**src/rtl/fetch_pkg.sv**
```systemverilog
// ----------------------------------------------------------------------------
// fetch_pkg
// Shared types and constants for the instruction-fetch stage.
//   fetch_state_t : fetch FSM states (HALT is reachable only when the
//                   FETCH_MISALIGN_CHK_EN macro is defined)
//   NOP_INSTR     : instruction presented to decode while nothing has been
//                   fetched yet (addi x0, x0, 0)
//   INSTR_BYTES   : size of one instruction word, i.e. the sequential PC step
// ----------------------------------------------------------------------------
package fetch_pkg;

    typedef enum logic [2:0] {
        IDLE,
        REQ,
        WAIT,
        HOLD,
        HALT
    } fetch_state_t;

    localparam logic [31:0] NOP_INSTR   = 32'h0000_0013;
    localparam logic [31:0] INSTR_BYTES = 32'd4;

endpackage

```
**src/rtl/fetch_next_pc.sv**
```systemverilog
// ----------------------------------------------------------------------------
// fetch_next_pc
// Combinational next-fetch-address selection.
//   i_pc          : address of the instruction currently held for decode
//   i_pc_src      : 1 = take the redirect from execute
//   i_pc_target   : redirect address from execute
//   o_next_pc     : sequential PC (i_pc + 4, wraps mod 2^32) or the
//                   word-aligned redirect target
//   o_misalign    : (only with FETCH_MISALIGN_CHK_EN) redirect requested to
//                   an address that is not word aligned
// Macro: FETCH_MISALIGN_CHK_EN adds the o_misalign output.
// ----------------------------------------------------------------------------
module fetch_next_pc
    import fetch_pkg::*;
#(
    parameter int XLEN = 32
) (
    input  logic [XLEN-1:0] i_pc,
    input  logic            i_pc_src,
    input  logic [XLEN-1:0] i_pc_target,
`ifdef FETCH_MISALIGN_CHK_EN
    output logic            o_misalign,
`endif
    output logic [XLEN-1:0] o_next_pc
);

    logic [XLEN-1:0] w_seq_pc;
    logic [XLEN-1:0] w_aligned_target;

    assign w_seq_pc         = i_pc + INSTR_BYTES;
    // Low two bits are dropped so the fetch address is always word aligned.
    assign w_aligned_target = i_pc_target & ~32'd3;
    assign o_next_pc        = i_pc_src ? w_aligned_target : w_seq_pc;

`ifdef FETCH_MISALIGN_CHK_EN
    assign o_misalign = i_pc_src && (i_pc_target[1:0] != 2'b00);
`endif

endmodule

```
**src/rtl/fetch_unit.sv**
```systemverilog
// ----------------------------------------------------------------------------
// fetch_unit
// Instruction-fetch stage: holds the architectural fetch PC, issues one
// outstanding read to instruction memory at a time, and presents the
// returned word to decode/extend with a valid/ready handshake. A redirect
// (PCSrc/PCTarget) is taken only when decode accepts the held instruction.
//
// Ports:
//   CLK, RST        clock; asynchronous active-high reset
//   imem_req_valid  out  read request valid
//   imem_req_ready  in   memory accepts request
//   imem_req_addr   out  word-aligned fetch address
//   imem_rsp_valid  in   read data valid (ignored unless waiting for it)
//   imem_rsp_data   in   fetched instruction word
//   instr_valid     out  Instr/PC valid to decode
//   instr_ready     in   decode accepts current instruction
//   Instr           out  instruction word
//   PC              out  address of Instr
//   PCPlus4         out  PC + 4
//   PCSrc           in   take redirect (sampled on instr_valid && instr_ready)
//   PCTarget        in   redirect address
//   misalign_fault  out  (FETCH_MISALIGN_CHK_EN only) sticky misaligned
//                        redirect flag; fetch halts until reset
//
// Macro: FETCH_MISALIGN_CHK_EN enables misalign_fault and the HALT state.
// Only XLEN = 32 is supported.
// ----------------------------------------------------------------------------
module fetch_unit
    import fetch_pkg::*;
#(
    parameter int              XLEN     = 32,
    parameter logic [XLEN-1:0] RESET_PC = 32'h0000_0000
) (
    input  logic            CLK,
    input  logic            RST,
    output logic            imem_req_valid,
    input  logic            imem_req_ready,
    output logic [XLEN-1:0] imem_req_addr,
    input  logic            imem_rsp_valid,
    input  logic [XLEN-1:0] imem_rsp_data,
    output logic            instr_valid,
    input  logic            instr_ready,
    output logic [XLEN-1:0] Instr,
    output logic [XLEN-1:0] PC,
    output logic [XLEN-1:0] PCPlus4,
`ifdef FETCH_MISALIGN_CHK_EN
    output logic            misalign_fault,
`endif
    input  logic            PCSrc,
    input  logic [XLEN-1:0] PCTarget
);

    fetch_state_t    r_state;
    logic [XLEN-1:0] r_fetch_pc;
    logic            r_req_valid;
    logic            r_instr_valid;
    logic [XLEN-1:0] r_instr;
    logic [XLEN-1:0] r_pc;
    logic [XLEN-1:0] r_pc_plus4;
    logic [XLEN-1:0] w_next_pc;
`ifdef FETCH_MISALIGN_CHK_EN
    logic            r_misalign_fault;
    logic            w_misalign;
`endif

    fetch_next_pc #(
        .XLEN (XLEN)
    ) u_next_pc (
        .i_pc        (r_pc),
        .i_pc_src    (PCSrc),
        .i_pc_target (PCTarget),
`ifdef FETCH_MISALIGN_CHK_EN
        .o_misalign  (w_misalign),
`endif
        .o_next_pc   (w_next_pc)
    );

    always_ff @(posedge CLK or posedge RST) begin
        if (RST) begin
            r_state       <= IDLE;
            r_fetch_pc    <= RESET_PC;
            r_req_valid   <= 1'b0;
            r_instr_valid <= 1'b0;
            r_instr       <= NOP_INSTR;
            r_pc          <= RESET_PC;
            r_pc_plus4    <= RESET_PC + INSTR_BYTES;
`ifdef FETCH_MISALIGN_CHK_EN
            r_misalign_fault <= 1'b0;
`endif
        end else begin
            case (r_state)
                IDLE: begin
                    r_req_valid <= 1'b1;
                    r_state     <= REQ;
                end
                REQ: begin
                    // Address is r_fetch_pc, which cannot change here, so it
                    // stays stable for as long as the request is stalled.
                    if (imem_req_ready) begin
                        r_req_valid <= 1'b0;
                        r_state     <= WAIT;
                    end
                end
                WAIT: begin
                    if (imem_rsp_valid) begin
                        r_instr       <= imem_rsp_data;
                        r_pc          <= r_fetch_pc;
                        r_pc_plus4    <= r_fetch_pc + INSTR_BYTES;
                        r_instr_valid <= 1'b1;
                        r_state       <= HOLD;
                    end
                end
                HOLD: begin
                    if (instr_ready) begin
                        r_instr_valid <= 1'b0;
`ifdef FETCH_MISALIGN_CHK_EN
                        if (w_misalign) begin
                            r_misalign_fault <= 1'b1;
                            r_state          <= HALT;
                        end else
`endif
                        begin
                            r_fetch_pc  <= w_next_pc;
                            r_req_valid <= 1'b1;
                            r_state     <= REQ;
                        end
                    end
                end
`ifdef FETCH_MISALIGN_CHK_EN
                HALT: begin
                    // Terminal until reset: no requests, nothing to decode.
                    r_state <= HALT;
                end
`endif
                default: begin
                    r_state <= IDLE;
                end
            endcase
        end
    end

    assign imem_req_valid = r_req_valid;
    assign imem_req_addr  = r_fetch_pc;
    assign instr_valid    = r_instr_valid;
    assign Instr          = r_instr;
    assign PC             = r_pc;
    assign PCPlus4        = r_pc_plus4;
`ifdef FETCH_MISALIGN_CHK_EN
    assign misalign_fault = r_misalign_fault;
`endif

endmodule

```
**config.mk**
```make
export PLATFORM = sky130hd
export DESIGN_NAME = fetch_unit
export DESIGN_NICKNAME = d
export VERILOG_FILES = /design/src/rtl/fetch_pkg.sv /design/src/rtl/fetch_next_pc.sv /design/src/rtl/fetch_unit.sv
export SDC_FILE = /design/constraint.sdc
export NUM_CORES = 1
export LEC_CHECK = 0
export CAP_MARGIN = 0
export CELL_PAD_IN_SITES_DETAIL_PLACEMENT = 1
export CELL_PAD_IN_SITES_GLOBAL_PLACEMENT = 1
export CORE_UTILIZATION = 38
export CTS_BUF_LIST = sky130_fd_sc_hd__clkbuf_4
export CTS_CLUSTER_DIAMETER = 40
export DETAILED_ROUTE_END_ITERATION = 8
export PLACE_DENSITY = 0.95
export SLEW_MARGIN = 20
export SYNTH_ARGS = -nofsm -noshare
export SYNTH_HDL_FRONTEND = slang
export SYNTH_SLANG_ARGS = --single-unit
```
**constraint.sdc**
```tcl
create_clock -name CLK -period 13 [get_ports CLK]
set_input_delay 2.6 -clock CLK [delete_from_list [all_inputs] [get_ports CLK]]
set_output_delay 2.6 -clock CLK [all_outputs]
set_load 0.1 [all_outputs]
```
==> impl_results.md, run 1 <==
* Worst reg-to-reg setup slack at 10,300 ps
* Slew margin rel. at 0.296
* CP Cell Sequence: clkdlybuf4s50_1
* Pre-CTS setup slack at 7850 ps
* Initial antenna violation count at 1
* CP endpoint: imem_req_addr[4]
* Top Family by Delay on Critical Path: buffers and inverters
* Ys async rst share at 1.00
* Largest cells by area after synthesis: dfrtp_1 (50%), nand2_1 (15%), xnor2_1 (3.5%)
* Clock transition at path regs at 110 ps
* Synth warn at 0
* Initial DRC count at 276
* Top cell type's share of synthesized area at 0.501
* First-pass GRT wire length at 32,400 µm
* Layout cell share with drive strength beyond 1 at 0.0617
* CP arrival at 2430 ps
* Cells after synthesis at 716
* FF-to-FF End: imem_req_addr[13]
* Vias/cell at 5.16
* Critical path type: flop to output port
* GR Util All Layers at 0.254
* Worst reg2reg path startpoint: r_state[1]
* Htree depth at 4
* Util after Layout at 0.540
* Largest net degree at the start of global routing at 99
* Seq/Total Area, Yosys at 0.518
* Placed insts at 1,092
* Crit path launch type: flop
* Routed wire per std cell at 18.6 µm
* Post-route insts no fill at 1,123
* Final wirelength at 20,900 µm
* CP endpoint kind: output port
* CTS max path bufs at 2
* Max Fclk at 199 MHz
* GRT Residual Overflow at 0
* Crit-path max cell delay at 1220 ps
* Die width at 131 µm
* Initial Utilization at 0.393
* Overall die area at 17,100 µm²
* Sequential cell area at 3260 µm²
* Worst setup margin at 7970 ps
* CTS tree: done
* Die height at 131 µm
* Total setup buffers inserted after CTS at 0
* # Max-Cap Violations at 0
* Syn-to-layout area delta at 37.1%
* Worst Skew at 15.1 ps
* # rows at 46
* Port Buf Inserts at 197
* Resized cells post-CTS at 0
* Syn_nets at 792
* Most frequent cells after synthesis: nand2_1 (244), dfrtp_1 (126), clkbuf_1 (34)
* Syn_area_per_cell at 8.79 µm²
* Vias in the first global route at 6,075
* Yosys reg bits at 130
* Post-Syn Area at 6290 µm²
* Multi-input combinational cell area at 2800 µm²
* Routed Antenna Nets at 0
* Run status: finished, final reports clean
* Critical-path top delay cell: clkdlybuf4s50_1
* Area leader, netlist: dfrtp_1
* Via count at 5,799
* Gp weighted congestion at 0.819
* CTS buffer count at 17
* Final setup TNS at 0 ps
* Detailed Place HPWL at 15,000 µm
* Hold Path Class: flop to flop
* Initial DRT Pass Iterations at 4
* Worst Tran Pin Value at 1050 ps
* Unrepaired setup endpoints after global routing: no
* Clock root buffer master: clkbuf_4
* Nets at 971
* Primary FF master, synth: dfrtp_1
* CTS sink cnt at 130
* Final Setup Violations at 0
* Drc violations at 0
* Critical Path Stages at 1
* Netlist cell types at 41
* Final Max Tran Viols at 0
* Crit path from: imem_req_addr[4]
* Final Cycle Share at 0.387
* Fin. Hold Viols at 0
* Min Tclk post-route at 5030 ps
* # diodes at 0
* Crit path max fanout at 9
* Post-synth EDFFs at 0
* Most common cell in the netlist: nand2_1
* Buf/Inv on CP at 1
* I/O Pins at 200
* Data required, critical path at 10,400 ps
* FF-to-FF path depth at 4
* CORE AREA at 16,000 µm²
* Hold_buf cts at 0
* # fillers at 1,932
* Worst-Skew Late Latency at 570 ps
[how the worst min path moves through the flow]
stage	from	to	slack [ps]	cells after the start
after floorplan	r_state[0]	r_state[0]	570	2
after detailed placement	Instr[1]	Instr[1]	450	2
after global routing	Instr[0]	Instr[0]	500	2
after CTS	Instr[1]	Instr[1]	470	2
final	Instr[1]	Instr[1]	470	2
after global placement	Instr[1]	Instr[1]	450	2
[layer usage]
metal,vias up,global-route usage,share of wire
li1,2724,-,-
met1,2849,0.296,0.41
met2,194,0.440,0.50
met3,30,0.0794,0.076
met4,2,0.0879,0.022
met5,-,0,0.00062
[cell type report]
| type | count | area share |
|---|---|---|
| clock inverter | 13 | 0.0110 |
| multi-input combinational | 529 | 0.325 |
| tap | 216 | 0.0313 |
| inverter | 15 | 0.00710 |
| timing repair buffer | 202 | 0.233 |
| clock buffer | 18 | 0.0157 |
| sequential | 130 | 0.377 |
[flip-flops by register name (all words and copies together) (netlist names)]
name / flops
imem_req_valid: 1
r_state: 2
imem_req_addr: 32
PC: 32
PCPlus4: 30
Instr: 32
instr_valid: 1
[layout by cell type (no fill, tap or decap), types with 2 or more instances in the layout]
| master | Yosys | final |
|---|---|---|
| nand2_1 | 244 | 243 |
| clkdlybuf4s50_1 | 0 | 197 |
| dfrtp_1 | 126 | 126 |
| o21ai_0 | 33 | 33 |
| o21ai_1 | 29 | 29 |
| nand3_1 | 27 | 27 |
| xor2_1 | 25 | 25 |
| xnor2_1 | 25 | 25 |
| nor2_1 | 26 | 25 |
| a21oi_1 | 21 | 21 |
| clkbuf_4 | 0 | 18 |
| and3_1 | 17 | 17 |
| nand4_1 | 15 | 15 |
| inv_1 | 14 | 13 |
| nor3_1 | 10 | 10 |
| mux2i_1 | 9 | 9 |
| o22ai_1 | 8 | 8 |
| nor3_2 | 6 | 6 |
| ha_1 | 6 | 6 |
| clkinv_2 | 0 | 6 |
| buf_4 | 2 | 5 |
| dfstp_2 | 4 | 4 |
| clkinv_1 | 1 | 4 |
| or3_1 | 4 | 4 |
| nor4_2 | 4 | 4 |
| nor4_4 | 2 | 2 |
| and4_1 | 2 | 2 |
| inv_6 | 0 | 2 |
| nor2b_1 | 2 | 2 |
| o31ai_1 | 2 | 2 |
| or2_2 | 2 | 2 |
| nor4_1 | 2 | 2 |
| clkinvlp_4 | 0 | 2 |
[through the flow]
stage                     hold slack, ps  cell area [µm²]
after floorplan                      567             6290
final                                470             8630
after global routing                 499             8630
after detailed placement             453             8400
after global placement               448             8400
after CTS                            472             8630
[cell families (layout without fill, tap and decap cells)]
logic type / after synthesis / count (layout) / synth area share
XOR/XNOR: 50 / 50 / 0.0696
flip-flops: 130 / 130 / 0.518
AO/OA/AOI/OAI: 98 / 98 / 0.0829
buffers and inverters: 57 / 248 / 0.0394
AND/OR/NAND/NOR: 366 / 366 / 0.264
multiplexers: 9 / 9 / 0.0143
adder cells (fa/ha/maj): 6 / 6 / 0.0119
Power of run 1 is not shown: default switching activity piles up to over one toggle a cycle in this logic, so the estimate is an artifact.
==> run 2: changes to the inputs <==
--- a/config.mk
+++ b/config.mk
@@ -8,11 +8,11 @@
 export CAP_MARGIN = 0
 export CELL_PAD_IN_SITES_DETAIL_PLACEMENT = 1
 export CELL_PAD_IN_SITES_GLOBAL_PLACEMENT = 1
-export CORE_UTILIZATION = 38
+export CORE_UTILIZATION = 35
 export CTS_BUF_LIST = sky130_fd_sc_hd__clkbuf_4
 export CTS_CLUSTER_DIAMETER = 40
 export DETAILED_ROUTE_END_ITERATION = 8
-export PLACE_DENSITY = 0.95
+export PLACE_DENSITY = 0.92
 export SLEW_MARGIN = 20
 export SYNTH_ARGS = -nofsm -noshare
 export SYNTH_HDL_FRONTEND = slang
==> constraint.sdc (replaced) <==
create_clock -name CLK -period 4.8 [get_ports CLK]
set_input_delay 0.96 -clock CLK [delete_from_list [all_inputs] [get_ports CLK]]
set_output_delay 0.96 -clock CLK [all_outputs]
set_load 0.1 [all_outputs]
==> run 2 against run 1 <==
Non-clock buffer count increased by 2. Sequential share of layout area decreased by 0.60 points. Register-to-register slack got worse by 8000 ps. Worst hold slack got worse by 1.8 ps. Clock-buffer cell count increased by 1. Sequential cell count unchanged. First-iteration DRC count decreased by 12%. Wire length decreased by 5.7%.
==> impl_results.md, run 2 (synthesis results as in run 1) <==
* Final Setup Violations at 0 (unchanged)
* Initial antenna violation count at 1 (unchanged)
* CTS max path bufs at 2 (unchanged)
* Worst Skew at 17.5 ps (+2.37 ps)
* Data required, critical path at 3840 ps (-6560 ps)
* Final Cycle Share at 0.687
* GRT Residual Overflow at 0 (unchanged)
* Buf/Inv on CP at 1 (unchanged)
* FF-to-FF path depth at 5 (+1)
* CTS tree: done
* CP arrival at 2340 ps (-90 ps)
* Initial Utilization at 0.361 (-0.0320)
* Routed wire per std cell at 17.3 µm (-6.8%)
* Drc violations at 0 (unchanged)
* # rows at 48 (+4.3%)
* Syn-to-layout area delta at 39.4%
* Worst hold slack at 468 ps (-1.83 ps)
* CORE AREA at 17,400 µm² (+8.9%)
* Crit path launch type: flop
* Via count at 5,666 (-2.3%)
* Worst-Skew Late Latency at 550 ps (-20 ps)
* Post-Place Cell Area at 8440 µm² (+0.43%)
* Finished Cell Area at 8770 µm² (+1.6%)
* Resized cells post-CTS at 0 (unchanged)
* Layout cell share with drive strength beyond 1 at 0.0681 (+0.00639)
* Final setup TNS at 0 ps (unchanged)
* Run status: finished, final reports clean
* Slew margin rel. at 0.291 (-0.00532)
* CP Cell Sequence: clkdlybuf4s50_1
* Worst Tran Pin Value at 1060 ps (+7.95 ps)
* Initial DRC count at 242 (-12%)
* Hold_buf cts at 0 (unchanged)
* Gp weighted congestion at 0.796 (-2.9%)
* Critical path type: flop to output port
* Initial DRT Pass Iterations at 4 (unchanged)
* Critical-path top delay cell: clkdlybuf4s50_1
* Min Tclk post-route at 3300 ps
* Hold_sp: Instr[1]
* CTS sink cnt at 130 (unchanged)
* Hold Path Class: flop to flop
* Htree depth at 4 (unchanged)
* Crit path from: imem_req_addr[12]
* Port Buf Inserts at 197 (unchanged)
* Clock transition at path regs at 120 ps (about the same)
* # Max-Cap Violations at 0 (unchanged)
* First-pass GRT wire length at 30,800 µm (-4.8%)
* Detailed Place HPWL at 14,200 µm (-5.5%)
* Max Fclk at 303 MHz
* Critical Path Stages at 1 (unchanged)
* Nets at 973 (+0.21%)
* CTS buffer count at 17 (unchanged)
* Most frequent cells in the layout: nand2_1 (242), clkdlybuf4s50_1 (197), dfrtp_1 (126)
* Total setup buffers inserted after CTS at 0 (unchanged)
* I/O Pins at 200 (unchanged)
* CP endpoint kind: output port
* WHS Path Cells at 2 (unchanged)
* Clock root buffer master: clkbuf_4
* Routed Antenna Nets at 0 (unchanged)
* # fillers at 2,023 (+4.7%)
* Crit path max fanout at 7 (-2)
* Die height at 136 µm (+4.1%)
* Die width at 136 µm (+4.1%)
* Crit-path max cell delay at 1230 ps (about the same)
* Vias in the first global route at 5,777 (-4.9%)
* Fin. Hold Viols at 0 (unchanged)
* GR Util All Layers at 0.218 (-0.0353)
* Vias/cell at 4.99 (-3.4%)
* Commonest non-fill, non-tap cell in the layout: nand2_1
* Final Max Tran Viols at 0 (unchanged)
* Worst reg2reg path startpoint: PC[11]
* Final wirelength at 19,700 µm (-5.7%)
* Top Family by Delay on Critical Path: buffers and inverters
* Unrepaired setup endpoints after global routing: no
* Overall die area at 18,500 µm² (+8.4%)
* Largest net degree at the start of global routing at 131 (+32%)
[run 2: changes by cell type in the layout (fill, tap and decap cells not counted), moves of 2 or more]
cell and change:
clkinv_4 +4, bufinv_16 +3, clkinv_1 -2, inv_6 -2, clkinv_2 -5
[run 2: layout make-up]
| type | count | area, µm² | area share |
|---|---|---|---|
| Clock inverter | 13 | 186 | 0.0212 |
| Sequential cell | 130 | 3260 | 0.371 |
| Antenna cell | 1 | 2.50 | 0.000285 |
| Timing Repair Buffer | 204 | 2040 | 0.232 |
| Inverter | 15 | 58.8 | 0.00670 |
| Tap cell | 225 | 282 | 0.0321 |
| Clock buffer | 19 | 143 | 0.0163 |
| Multi-Input combinational cell | 529 | 2810 | 0.320 |
[run 2: worst paths after layout]
check	endpoint	slack, ps
min in group asynchronous	Instr[20]	920
min reg2reg	Instr[1]	470
min	Instr[1]	470
max reg2reg	imem_req_addr[21]	2270
max in group asynchronous	PCPlus4[4]	3280
max	imem_req_addr[12]	1500
[run 2: layer usage]
metal	part of all wire	track usage	vias up
met1	0.44	0.274	2763
li1	-	-	2732
met3	0.046	0.0492	26
met4	0.019	0.0716	0
met5	0	0	-
met2	0.49	0.370	145
[run 2: stage by stage]
stage | instances | worst slack (ps) | utilization
floorplan | 716 | 377 | -
global placement | 1103 | 1670 | 0.485
detailed placement | 1103 | 1600 | 0.485
CTS | 1135 | 1440 | 0.503
global route | 1136 | 1400 | 0.504
finish | 1136 | 1500 | 0.504
Power of run 2 is left out for the same reason.
